--- config.mk ---
export PLATFORM = sky130hd
export DESIGN_NAME = bus_arbiter
export DESIGN_NICKNAME = d
export VERILOG_FILES = /design/src/rtl/bus_arbiter_pkg.sv /design/src/rtl/bus_timeout_cnt.sv /design/src/rtl/bus_arbiter.sv
export SDC_FILE = /design/constraint.sdc
export NUM_CORES = 1
export LEC_CHECK = 0
export CAP_MARGIN = 20
export CORE_MARGIN = 3
export CORE_UTILIZATION = 42
export DETAILED_ROUTE_END_ITERATION = 8
export GPL_ROUTABILITY_DRIVEN = 0
export PLACE_DENSITY_LB_ADDON = 0.1
export SLEW_MARGIN = 20
export SYNTH_ARGS = -nofsm -noshare
export SYNTH_HDL_FRONTEND = slang
export SYNTH_SLANG_ARGS = --single-unit
--- constraint.sdc ---
create_clock -name clk -period 5.7 [get_ports clk]
set_input_delay 0.855 -clock clk [delete_from_list [all_inputs] [get_ports clk]]
set_output_delay 0.855 -clock clk [all_outputs]
set_load 0.03 [all_outputs]
--- src/rtl/bus_arbiter_pkg.sv ---
// bus_arbiter_pkg: state encoding, stall bit indices and request constants shared by the arbiter
package bus_arbiter_pkg;
  localparam logic [2:0] S_IDLE     = 3'd0;
  localparam logic [2:0] S_BUS_IF   = 3'd1;
  localparam logic [2:0] S_BUS_MEM  = 3'd2;
  localparam logic [2:0] S_HOLD_IF  = 3'd3;
  localparam logic [2:0] S_HOLD_MEM = 3'd4;
  localparam int STALL_IF  = 1;
  localparam int STALL_MEM = 4;
  localparam logic ReqEnable  = 1'b1;
  localparam logic ReqDisable = 1'b0;
  function automatic logic is_bus(input logic [2:0] s);
    return (s == S_BUS_IF) || (s == S_BUS_MEM);
  endfunction
endpackage

--- src/rtl/bus_timeout_cnt.sv ---
// bus_timeout_cnt: counts unacknowledged bus cycles; expired marks the cycle whose increment reaches MAX
module bus_timeout_cnt #(
  parameter int MAX = 255,
  parameter int W = $clog2(MAX + 1)
) (
  input  logic clk,
  input  logic rst,
  input  logic clr,
  input  logic en,
  output logic expired
);
  logic [W-1:0] cnt;
  always_ff @(posedge clk or posedge rst)
    if (rst) cnt <= '0;
    else if (clr) cnt <= '0;
    else if (en) cnt <= cnt + W'(1);
  assign expired = en & (cnt == W'(MAX - 1));
endmodule

--- src/rtl/bus_arbiter.sv ---
// bus_arbiter: shares one memory bus between instruction fetch and MEM-stage loads/stores
module bus_arbiter
  import bus_arbiter_pkg::*;
#(
  parameter int ADDR_W = 32,
  parameter int DATA_W = 32,
  parameter int TIMEOUT = 255
) (
  input  logic                clk,
  input  logic                rst,
  input  logic [5:0]          stall,
  input  logic                flush,
  input  logic                if_ce,
  input  logic [ADDR_W-1:0]   if_addr,
  output logic [DATA_W-1:0]   if_rdata,
  output logic                if_err,
  input  logic                mem_ce,
  input  logic                mem_we,
  input  logic [DATA_W/8-1:0] mem_sel,
  input  logic [ADDR_W-1:0]   mem_addr,
  input  logic [DATA_W-1:0]   mem_wdata,
  output logic [DATA_W-1:0]   mem_rdata,
  output logic                mem_err,
  output logic                stallreq_from_if,
  output logic                stallreq_from_mem,
  output logic                bus_req,
  output logic                bus_we,
  output logic [DATA_W/8-1:0] bus_sel,
  output logic [ADDR_W-1:0]   bus_addr,
  output logic [DATA_W-1:0]   bus_wdata,
  input  logic [DATA_W-1:0]   bus_rdata,
  input  logic                bus_ack
);
  logic [2:0] state, state_nx;
  logic discard, disc, expired, in_bus, done, start_if, start_mem, if_cap, mem_cap;
  logic [DATA_W-1:0] rd;
  logic unused;
  assign unused = ^{stall[5], stall[3:2], stall[0]};
  assign in_bus = is_bus(state);
  bus_timeout_cnt #(.MAX(TIMEOUT)) u_cnt (
    .clk(clk),
    .rst(rst),
    .clr(state == S_IDLE),
    .en(in_bus & ~bus_ack),
    .expired(expired)
  );
  always_ff @(posedge clk or posedge rst)
    if (rst) state <= S_IDLE;
    else state <= state_nx;
  // A flushed fetch still finishes on the bus but never reaches HOLD_IF
  always_comb begin
    state_nx = state;
    case (state)
      S_IDLE:     state_nx = mem_ce ? S_BUS_MEM : (if_ce & ~flush) ? S_BUS_IF : S_IDLE;
      S_BUS_IF:   state_nx = (bus_ack | expired) ? (disc ? S_IDLE : S_HOLD_IF) : S_BUS_IF;
      S_BUS_MEM:  state_nx = (bus_ack | expired) ? S_HOLD_MEM : S_BUS_MEM;
      S_HOLD_IF:  state_nx = (flush | ~stall[STALL_IF]) ? S_IDLE : S_HOLD_IF;
      S_HOLD_MEM: state_nx = ~stall[STALL_MEM] ? S_IDLE : S_HOLD_MEM;
      default:    state_nx = S_IDLE;
    endcase
  end
  always_comb begin
    disc = discard | flush;
    done = in_bus & (bus_ack | expired);
    start_mem = (state == S_IDLE) & mem_ce;
    start_if = (state == S_IDLE) & ~mem_ce & if_ce & ~flush;
    if_cap = (state == S_BUS_IF) & done & ~disc;
    mem_cap = (state == S_BUS_MEM) & done;
    rd = (expired | bus_we) ? '0 : bus_rdata;
    stallreq_from_if = if_ce & ~flush & (state != S_HOLD_IF);
    stallreq_from_mem = mem_ce & (state != S_HOLD_MEM);
  end
  always_ff @(posedge clk or posedge rst)
    if (rst) begin
      bus_req <= ReqDisable;
      bus_we <= 1'b0;
      bus_sel <= '0;
      bus_addr <= '0;
      bus_wdata <= '0;
      if_rdata <= '0;
      if_err <= 1'b0;
      mem_rdata <= '0;
      mem_err <= 1'b0;
      discard <= 1'b0;
    end else begin
      if (start_mem | start_if) begin
        bus_req <= ReqEnable;
        bus_we <= start_mem & mem_we;
        bus_sel <= start_mem ? mem_sel : '1;
        bus_addr <= start_mem ? mem_addr : if_addr;
        bus_wdata <= start_mem ? mem_wdata : '0;
      end else if (done) bus_req <= ReqDisable;
      if (if_cap) begin
        if_rdata <= rd;
        if_err <= expired;
      end else if ((state == S_HOLD_IF) && (state_nx == S_IDLE)) if_err <= 1'b0;
      if (mem_cap) begin
        mem_rdata <= rd;
        mem_err <= expired;
      end else if ((state == S_HOLD_MEM) && (state_nx == S_IDLE)) mem_err <= 1'b0;
      discard <= (state == S_BUS_IF) & (state_nx == S_BUS_IF) & disc;
    end
endmodule
==> impl_metrics.toml, run 1 <==
[clocking]
cts_max_level = 4
postCtsSetupBuffers = 0
cts_sinks = 148
ctsHoldBuffers = 0
clk_latency_ps = 420
numCtsBuffers = 17
path_clk_slew_ps = 60
cts_root_buf = "clkbuf_16"
tritoncts = "yes"
cts_buffer_depth = 2
cts-resized-gates = 0

[timing]
period_needed_ps = 3210
hold_viol_final = 0
slew_viol_final = 0
rsz0062_at_grt = "false"
finalSetupTns_ps = 0
relSlewSlack_pct = 39.6
fmax_mhz = 312
skew_ps = 7.47
worst_pin_slew_ps = 907
setup_viol = 0
worst_slack_ps = 2490
fin_crit_sh_pct = 56.3

[yosys]
yosys-top-cells-area = "dfrtp_1 (60%), a22o_1 (9.2%), mux2_2 (5.8%), nor3b_1 (4.0%), mux2i_1 (3.4%)"
synth_seq_cells = 148
syn_avg_cell_area_um2 = 12.2
ys_warn_count = 0
ys.flop_type = "dfrtp_1"
yosysMostFrequentCell = "dfrtp_1"
synth_top_area_cell = "dfrtp_1"
syn_nets = 654
syn-cell-area_mm2 = 0.00619
synth_common_cells = "dfrtp_1 (148), a22o_1 (65), nand2_1 (37)"
synth_edf_count = 0
synth_cell_types = 41
yosysSeqAreaShare_pct = 59.8
synth_top_cell_area_share_pct = 59.8
netlist_instances = 507
async_reset_ff_share_pct = 100

[die]
chipWidth_um = 127
die-area_mm2 = 0.0162
die_y_um = 127
rows = 43
start_util_pct = 43.8
core-area_mm2 = 0.0141
io_pins = 283

[global_routing]
track_usage_pct = 22.6
grt.overflow.total = 0
grt_start_max_net_pins = 103
grt_pass1_vias = 5354
grt_pass1_wl_um = 28900
antenna_found_initial = 0

[layout]
antenna_cells = 0
finalNetCount = 922
fillers = 1056
drive_gt1_share_pct = 10.3
synthToLayoutAreaGrowth_pct = 56.4

[worst_hold_path]
worstHoldPathType = "reg2reg"

[setup_path]
start_kind = "input pin"
cp_data_arrival_time_ps = 2350
path_max_fanout = 5
criticalPathCategory = "in2out"
endpoint_kind = "output pin"
cp.required_ps = 4850
cp_slowest_cell = "clkdlybuf4s50_1"
cp_top_family = "buffers and inverters"
critPathBufInv = 2
path_cells = "clkdlybuf4s50_1, a21boi_0, clkdlybuf4s50_1"
cp_common_cell = "clkdlybuf4s50_1"
slowest_delay_ps = 710

[power_and_ir_drop]
leakagePower_nw = 4.26
ir_worst_vdd_v = 0.000348
power.total_mw = 5.91
p_per_area_mw_per_mm2 = 611

[run_status]
status = "complete, no violations"

[route]
antenna_left = 0
viasPerCell = 5.23
route.final.wire_length_um = 17900
first_pass_iters = 4
drt_iter0_markers = 267
route.vias.total = 5060
wl_per_cell_um = 18.5
drc = 0

[place]
pre_cts_slack_ps = 2500
dp_hpwl_um = 12500
io_buffers = 278

[job]
maxCapViolCount = 0
[final timing paths]
| path | start | to | slack (ps) | cells past startpoint |
|---|---|---|---|---|
| max | mem_ce | stallreq_from_mem | 2490 | 3 |
| min | u_cnt.cnt[5] | u_cnt.cnt[5] | 490 | 1 |
| max reg2reg | state[1] | bus_wdata[9] | 3000 | 5 |
| min reg2reg | u_cnt.cnt[5] | u_cnt.cnt[5] | 490 | 1 |
| max in group asynchronous | rst | bus_wdata[18] | 3510 | 3 |
| min in group asynchronous | rst | bus_wdata[25] | 990 | 2 |
[report_power, final]
group / total (mW) / internal, mW / leakage [nW] / switching [mW]
registers: 1.80 / 1.52 / 1.86 / 0.282
clock network: 1.14 / 0.709 / 0.287 / 0.436
logic: 2.97 / 1.30 / 2.12 / 1.67
[state kept, by name (all words and copies together), names as in the netlist]
signal / count
bus_req: 1
u_cnt.cnt: 8
discard: 1
bus_addr: 32
mem_err: 1
bus_we: 1
bus_wdata: 32
bus_sel: 4
state: 3
mem_rdata: 32
if_rdata: 32
if_err: 1
[area by class of cell]
class	instances	area [µm²]	area share, %
clock buffers	19	453	4.68
clock inverters	13	156	1.61
inverters	21	83.8	0.866
multi-input cells	300	2210	22.8
flip-flops and latches	148	3700	38.2
well taps	180	225	2.33
repair buffers	287	2850	29.4
[cells by family (layout without fill, tap and decap cells)]
group	count (synthesis)	after routing	synth area share [%]
AO/OA/AOI/OAI	133	133	15.5
XOR/XNOR	4	4	0.566
adder cells (fa/ha/maj)	2	2	0.404
buffers and inverters	59	340	4.69
flip-flops	148	148	59.8
multiplexers	53	53	9.21
AND/OR/NAND/NOR	108	108	9.84
[through the flow]
| step | hold slack (ps) | cells | utilization (%) | area [µm²] |
|---|---|---|---|---|
| floorplan | 447 | 507 | - | 6190 |
| global placement | 468 | 936 | 64.1 | 9070 |
| detailed placement | 476 | 936 | 64.1 | 9070 |
| CTS | 488 | 968 | 68.4 | 9680 |
| global route | 509 | 968 | 68.4 | 9680 |
| finish | 486 | 968 | 68.4 | 9680 |
[layout by cell type (no fill, tap or decap), types with 2 or more instances in the layout]
cell             netlist  layout
mux2_2                32      32
dfrtp_1              148     148
or3_1                  2       2
buf_4                  2       9
xnor2_1                2       2
clkinvlp_4             0       5
clkbuf_8               0       2
ha_1                   2       2
o21ai_0               25      25
nor3b_1               33      33
nand2_1               37      37
o211ai_1               3       3
nand3b_1               2       2
nand2b_1               3       3
a21oi_1               18      18
clkbuf_16              0      17
nor2_1                11      10
bufinv_16              0       3
clkdlybuf4s50_1        0     278
o22ai_1               13      13
o31ai_1                2       2
nand3_1                7       7
nand4_1                2       2
a22o_1                65      65
xor2_1                 2       2
inv_1                 21      20
and4_1                 2       2
mux2i_1               21      21
clkinv_2               0       4
inv_6                  0       2
[metal layers]
metal  vias up  part of all wire [%]  GRT usage, %
li1       2362                     -             -
met1      2473                    40          27.8
met2       189                    50          36.9
met3        36                   6.9          6.73
met4         0                   3.1          9.78
met5         -                     0             0
(Power assumes the default switching activity.)
==> inputs of run 2 (changes only) <==
CORE_UTILIZATION = 38   (was 42)
clock period = 2.7 ns   (was 5.7 ns; I/O delays follow)
==> run 2 against run 1 <==
Against the previous run: worst hold slack got worse by 16 ps; global-route usage decreased by 2.2 points; critical path depth increased by 1; sequential share of layout area decreased by 0.41 points; first-iteration DRC count decreased by 28%.
==> impl_metrics.toml, run 2 (synthesis gave the netlist of run 1 again) <==
[run_status]
status = "complete, no violations"

[global_routing]
grt_pass1_wl_um = 28700
grt_pass1_vias = 5298
track_usage_pct = 20.4
grt.overflow.total = 0
antenna_found_initial = 0
grt_start_max_net_pins = 76

[setup_path]
slowest_delay_ps = 680
cp_top_family = "buffers and inverters"
r2r-start = "state[0]"
critPathBufInv = 2
start_kind = "flop"
r2r_slack_ps = 460
endpoint_kind = "output pin"
cp_slowest_cell = "clkdlybuf4s50_1"
path_cells = "inv_1, nor2_1, a21oi_1, clkdlybuf4s50_1"
reg2reg_depth = 4
path_max_fanout = 9
rr_endpoint = "bus_wdata[4]"
criticalPathCategory = "reg2out"
cp.required_ps = 2300
cp_data_arrival_time_ps = 1940

[power_and_ir_drop]
power.total_mw = 12.4
leakagePower_nw = 4.28
ir_worst_vdd_v = 0.000658
p_per_area_mw_per_mm2 = 1270

[clocking]
numCtsBuffers = 17
cts_buffer_depth = 2
clk_latency_ps = 420
cts-resized-gates = 0
tritoncts = "yes"
cts_root_buf = "clkbuf_16"
path_clk_slew_ps = 60
postCtsSetupBuffers = 0
cts_sinks = 148
ctsHoldBuffers = 0
cts_max_level = 4

[route]
route.vias.total = 5086
first_pass_iters = 5
viasPerCell = 5.05
wl_per_cell_um = 18.1
antenna_left = 0
drc = 0
route.final.wire_length_um = 18200
drt_iter0_markers = 193

[layout]
stdcell_count = 1007
design_area_mm2 = 0.00979
mostFrequentLayoutCell = "clkdlybuf4s50_1"
fillers = 1310
layout_common_cells = "clkdlybuf4s50_1 (278), dfrtp_1 (148), a22o_1 (65)"
synthToLayoutAreaGrowth_pct = 58.1
finalNetCount = 925
drive_gt1_share_pct = 10.7
antenna_cells = 0

[timing]
slew_viol_final = 0
fmax_mhz = 427
finalSetupTns_ps = 0
fin_hold_ws_ps = 469
hold_viol_final = 0
fin_crit_sh_pct = 86.8
rsz0062_at_grt = "false"
relSlewSlack_pct = 36.5
period_needed_ps = 2340
skew_ps = 8.59
setup_viol = 0
worst_pin_slew_ps = 953

[job]
maxCapViolCount = 0

[worst_hold_path]
worstHoldPathType = "in2async"

[die]
start_util_pct = 38.8
io_pins = 283
die-area_mm2 = 0.0179
core-area_mm2 = 0.0159
rows = 46
die_y_um = 134
chipWidth_um = 134

[place]
io_buffers = 278
place_area_mm2 = 0.00921
dp_hpwl_um = 12800
post-place-cells = 975
## run 2: metal layers
| layer | share of wire, % | up-vias | GRT usage, % |
|---|---|---|---|
| met2 | 51 | 159 | 34.7 |
| met5 | 0 | - | 0 |
| li1 | - | 2388 | - |
| met4 | 1.5 | 0 | 6.34 |
| met1 | 40 | 2519 | 24.9 |
| met3 | 6.8 | 20 | 6.42 |
## run 2: worst min-delay path: stages
cell,delay (ps)
clkdlybuf4s50_1,440
clkinvlp_4,130
buf_12,330
## run 2: cell type report
class	count	area (µm²)	area share (%)
Sequential cell	148	3700	37.8
Timing Repair Buffer	290	2940	30.0
Multi-Input combinational cell	300	2220	22.7
Clock buffer	19	453	4.63
Tap cell	216	270	2.76
Clock inverter	13	125	1.28
Inverter	21	82.6	0.844
## run 2: how the worst max path moves through the flow
stage | endpoint | depth (start not counted) | start
global route | stallreq_from_mem | 3 | state[0]
CTS | stallreq_from_if | 4 | state[0]
finish | stallreq_from_if | 4 | state[0]
global placement | bus_wdata[19] | 5 | flush
detailed placement | bus_wdata[10] | 5 | flush
floorplan | bus_addr[0] | 1 | rst
## run 2: per-stage QoR
stage               worst slack, ps  util [%]
floorplan                       434         -
global placement                363      57.8
detailed placement              305      57.8
CTS                             342      61.4
global route                    250      61.4
finish                          357      61.4
## run 2: power by group
group / leakage, nW / switching [mW] / internal [mW] / total (mW)
combinational: 2.15 / 3.55 / 2.81 / 6.36
sequential: 1.86 / 0.582 / 3.21 / 3.79
clock: 0.280 / 0.954 / 1.33 / 2.28
==> inputs of run 3 (changes only) <==
CORE_UTILIZATION = 31   (was 38)
==> run 3 against run 2 <==
Against the previous run: cell count is 5.5% higher; sequential power about the same; combinational power increased by 1%; non-clock buffer count rose by 6; critical endpoint unchanged; largest cell class unchanged.
==> impl_metrics.toml, run 3 (synthesis gave the netlist of run 1 again) <==
[die]
die_y_um = 147
io_pins = 283
die-area_mm2 = 0.0217
rows = 51
chipWidth_um = 147
start_util_pct = 31.7
core-area_mm2 = 0.0195

[clocking]
cts_sinks = 148
ctsHoldBuffers = 0
numCtsBuffers = 17
tritoncts = "yes"
postCtsSetupBuffers = 0
cts_root_buf = "clkbuf_16"
cts-resized-gates = 0
clk_latency_ps = 410
path_clk_slew_ps = 70
cts_max_level = 4
cts_buffer_depth = 2

[setup_path]
rr_endpoint = "bus_wdata[6]"
r2r-start = "state[0]"
cp_slowest_cell = "clkdlybuf4s50_1"
start_kind = "flop"
reg2reg_depth = 4
cp_top_family = "buffers and inverters"
cp_data_arrival_time_ps = 2000
path_cells = "inv_1, nor2_1, a21oi_1, clkdlybuf4s50_1"
criticalPathCategory = "reg2out"
r2r_slack_ps = 360
slowest_delay_ps = 690
cp.required_ps = 2300
path_max_fanout = 9
endpoint_kind = "output pin"
critPathBufInv = 2

[timing]
rsz0062_at_grt = "false"
worst_pin_slew_ps = 957
hold_viol_final = 0
slew_viol_final = 0
fmax_mhz = 415
setup_viol = 0
worst_slack_ps = 292
finalSetupTns_ps = 0
fin_crit_sh_pct = 89.2
relSlewSlack_pct = 36.2
period_needed_ps = 2410
skew_ps = 9.77

[worst_hold_path]
worstHoldPathType = "in2async"

[route]
drt-met1-wl_um = 7440
drc = 0
dr_wl_met2_um = 9810
antenna_left = 0
route.vias.total = 5109
viasPerCell = 4.81
drt_iter0_markers = 221
first_pass_iters = 7
wl_met3_um = 1350
route.final.wire_length_um = 18900
top_layer_used = "met4"
wl_per_cell_um = 17.8

[global_routing]
grt_pass1_vias = 5595
grt_start_max_net_pins = 48
track_usage_pct = 17.7
grt.overflow.total = 0
grt_pass1_wl_um = 30700
antenna_found_initial = 0

[layout]
drive_gt1_share_pct = 11.2
synthToLayoutAreaGrowth_pct = 61.9
layout_common_cells = "clkdlybuf4s50_1 (278), dfrtp_1 (148), a22o_1 (65)"
multi_input_area_mm2 = 0.00222
mostFrequentLayoutCell = "clkdlybuf4s50_1"
finalNetCount = 931
seqCellArea_mm2 = 0.00370
antenna_cells = 0
fillers = 1770

[power_and_ir_drop]
p_per_area_mw_per_mm2 = 1290
ir_worst_vdd_v = 0.000608
leakagePower_nw = 4.37

[place]
pre_cts_slack_ps = 219
io_buffers = 278
dp_hpwl_um = 13600

[run_status]
status = "complete, no violations"

[job]
maxCapViolCount = 0
==> run 3: changes by cell type in the layout (fill, tap and decap cells not counted) <==
cell	before	now
bufinv_16	1	6
buf_12	5	8
buf_4	7	10
clkinv_4	5	2
clkbuf_1	0	2
inv_6	3	1
clkbuf_8	2	1
clkinv_2	2	1
==> run 3: per-layer routing <==
metal / track usage (%) / vias up
met2: 30.5 / 167
met1: 21.1 / 2544
li1: - / 2379
met5: 0 / -
met3: 5.92 / 19
met4: 5.22 / 0
==> run 3: worst max-delay path by stage <==
stage | start | to | cells past startpoint
5_1_grt | state[0] | stallreq_from_if | 4
6_report | state[0] | stallreq_from_if | 4
3_5_place_dp | flush | bus_addr[6] | 5
3_3_place_gp | flush | bus_wdata[8] | 5
2_1_floorplan | rst | bus_addr[0] | 1
4_1_cts | state[0] | stallreq_from_if | 4
==> run 3: final cells by class <==
type	count	area share [%]
clock buffers	20	4.45
clock inverters	12	2.26
inverters	21	0.824
multi-input cells	300	22.1
flip-flops and latches	148	36.9
well taps	265	3.31
repair buffers	296	30.1
==> run 3: worst register-to-register path, stage by stage (launching register included) <==
cell,delay (ps)
dfrtp_1,500
or3_4,450
or3_1,410
and2_2,520
a22o_1,350
==> run 3: power breakdown <==
group	switching, mW	total, mW	internal [mW]
combinational	3.57	6.43	2.86
sequential	0.572	3.78	3.21
clock	0.932	2.70	1.76
total	5.08	12.9	7.83
==> run 3: metrics by stage <==
stage	power (mW)	cell area (µm²)	util [%]	std cells	hold WS, ps
after floorplan	7.49	6200	-	507	447
after global placement	10.2	9350	47.9	1030	466
after detailed placement	10.3	9350	47.9	1030	481
after CTS	13.1	10000	51.4	1062	495
after global routing	13.6	10000	51.4	1062	506
final	12.9	10000	51.4	1062	490
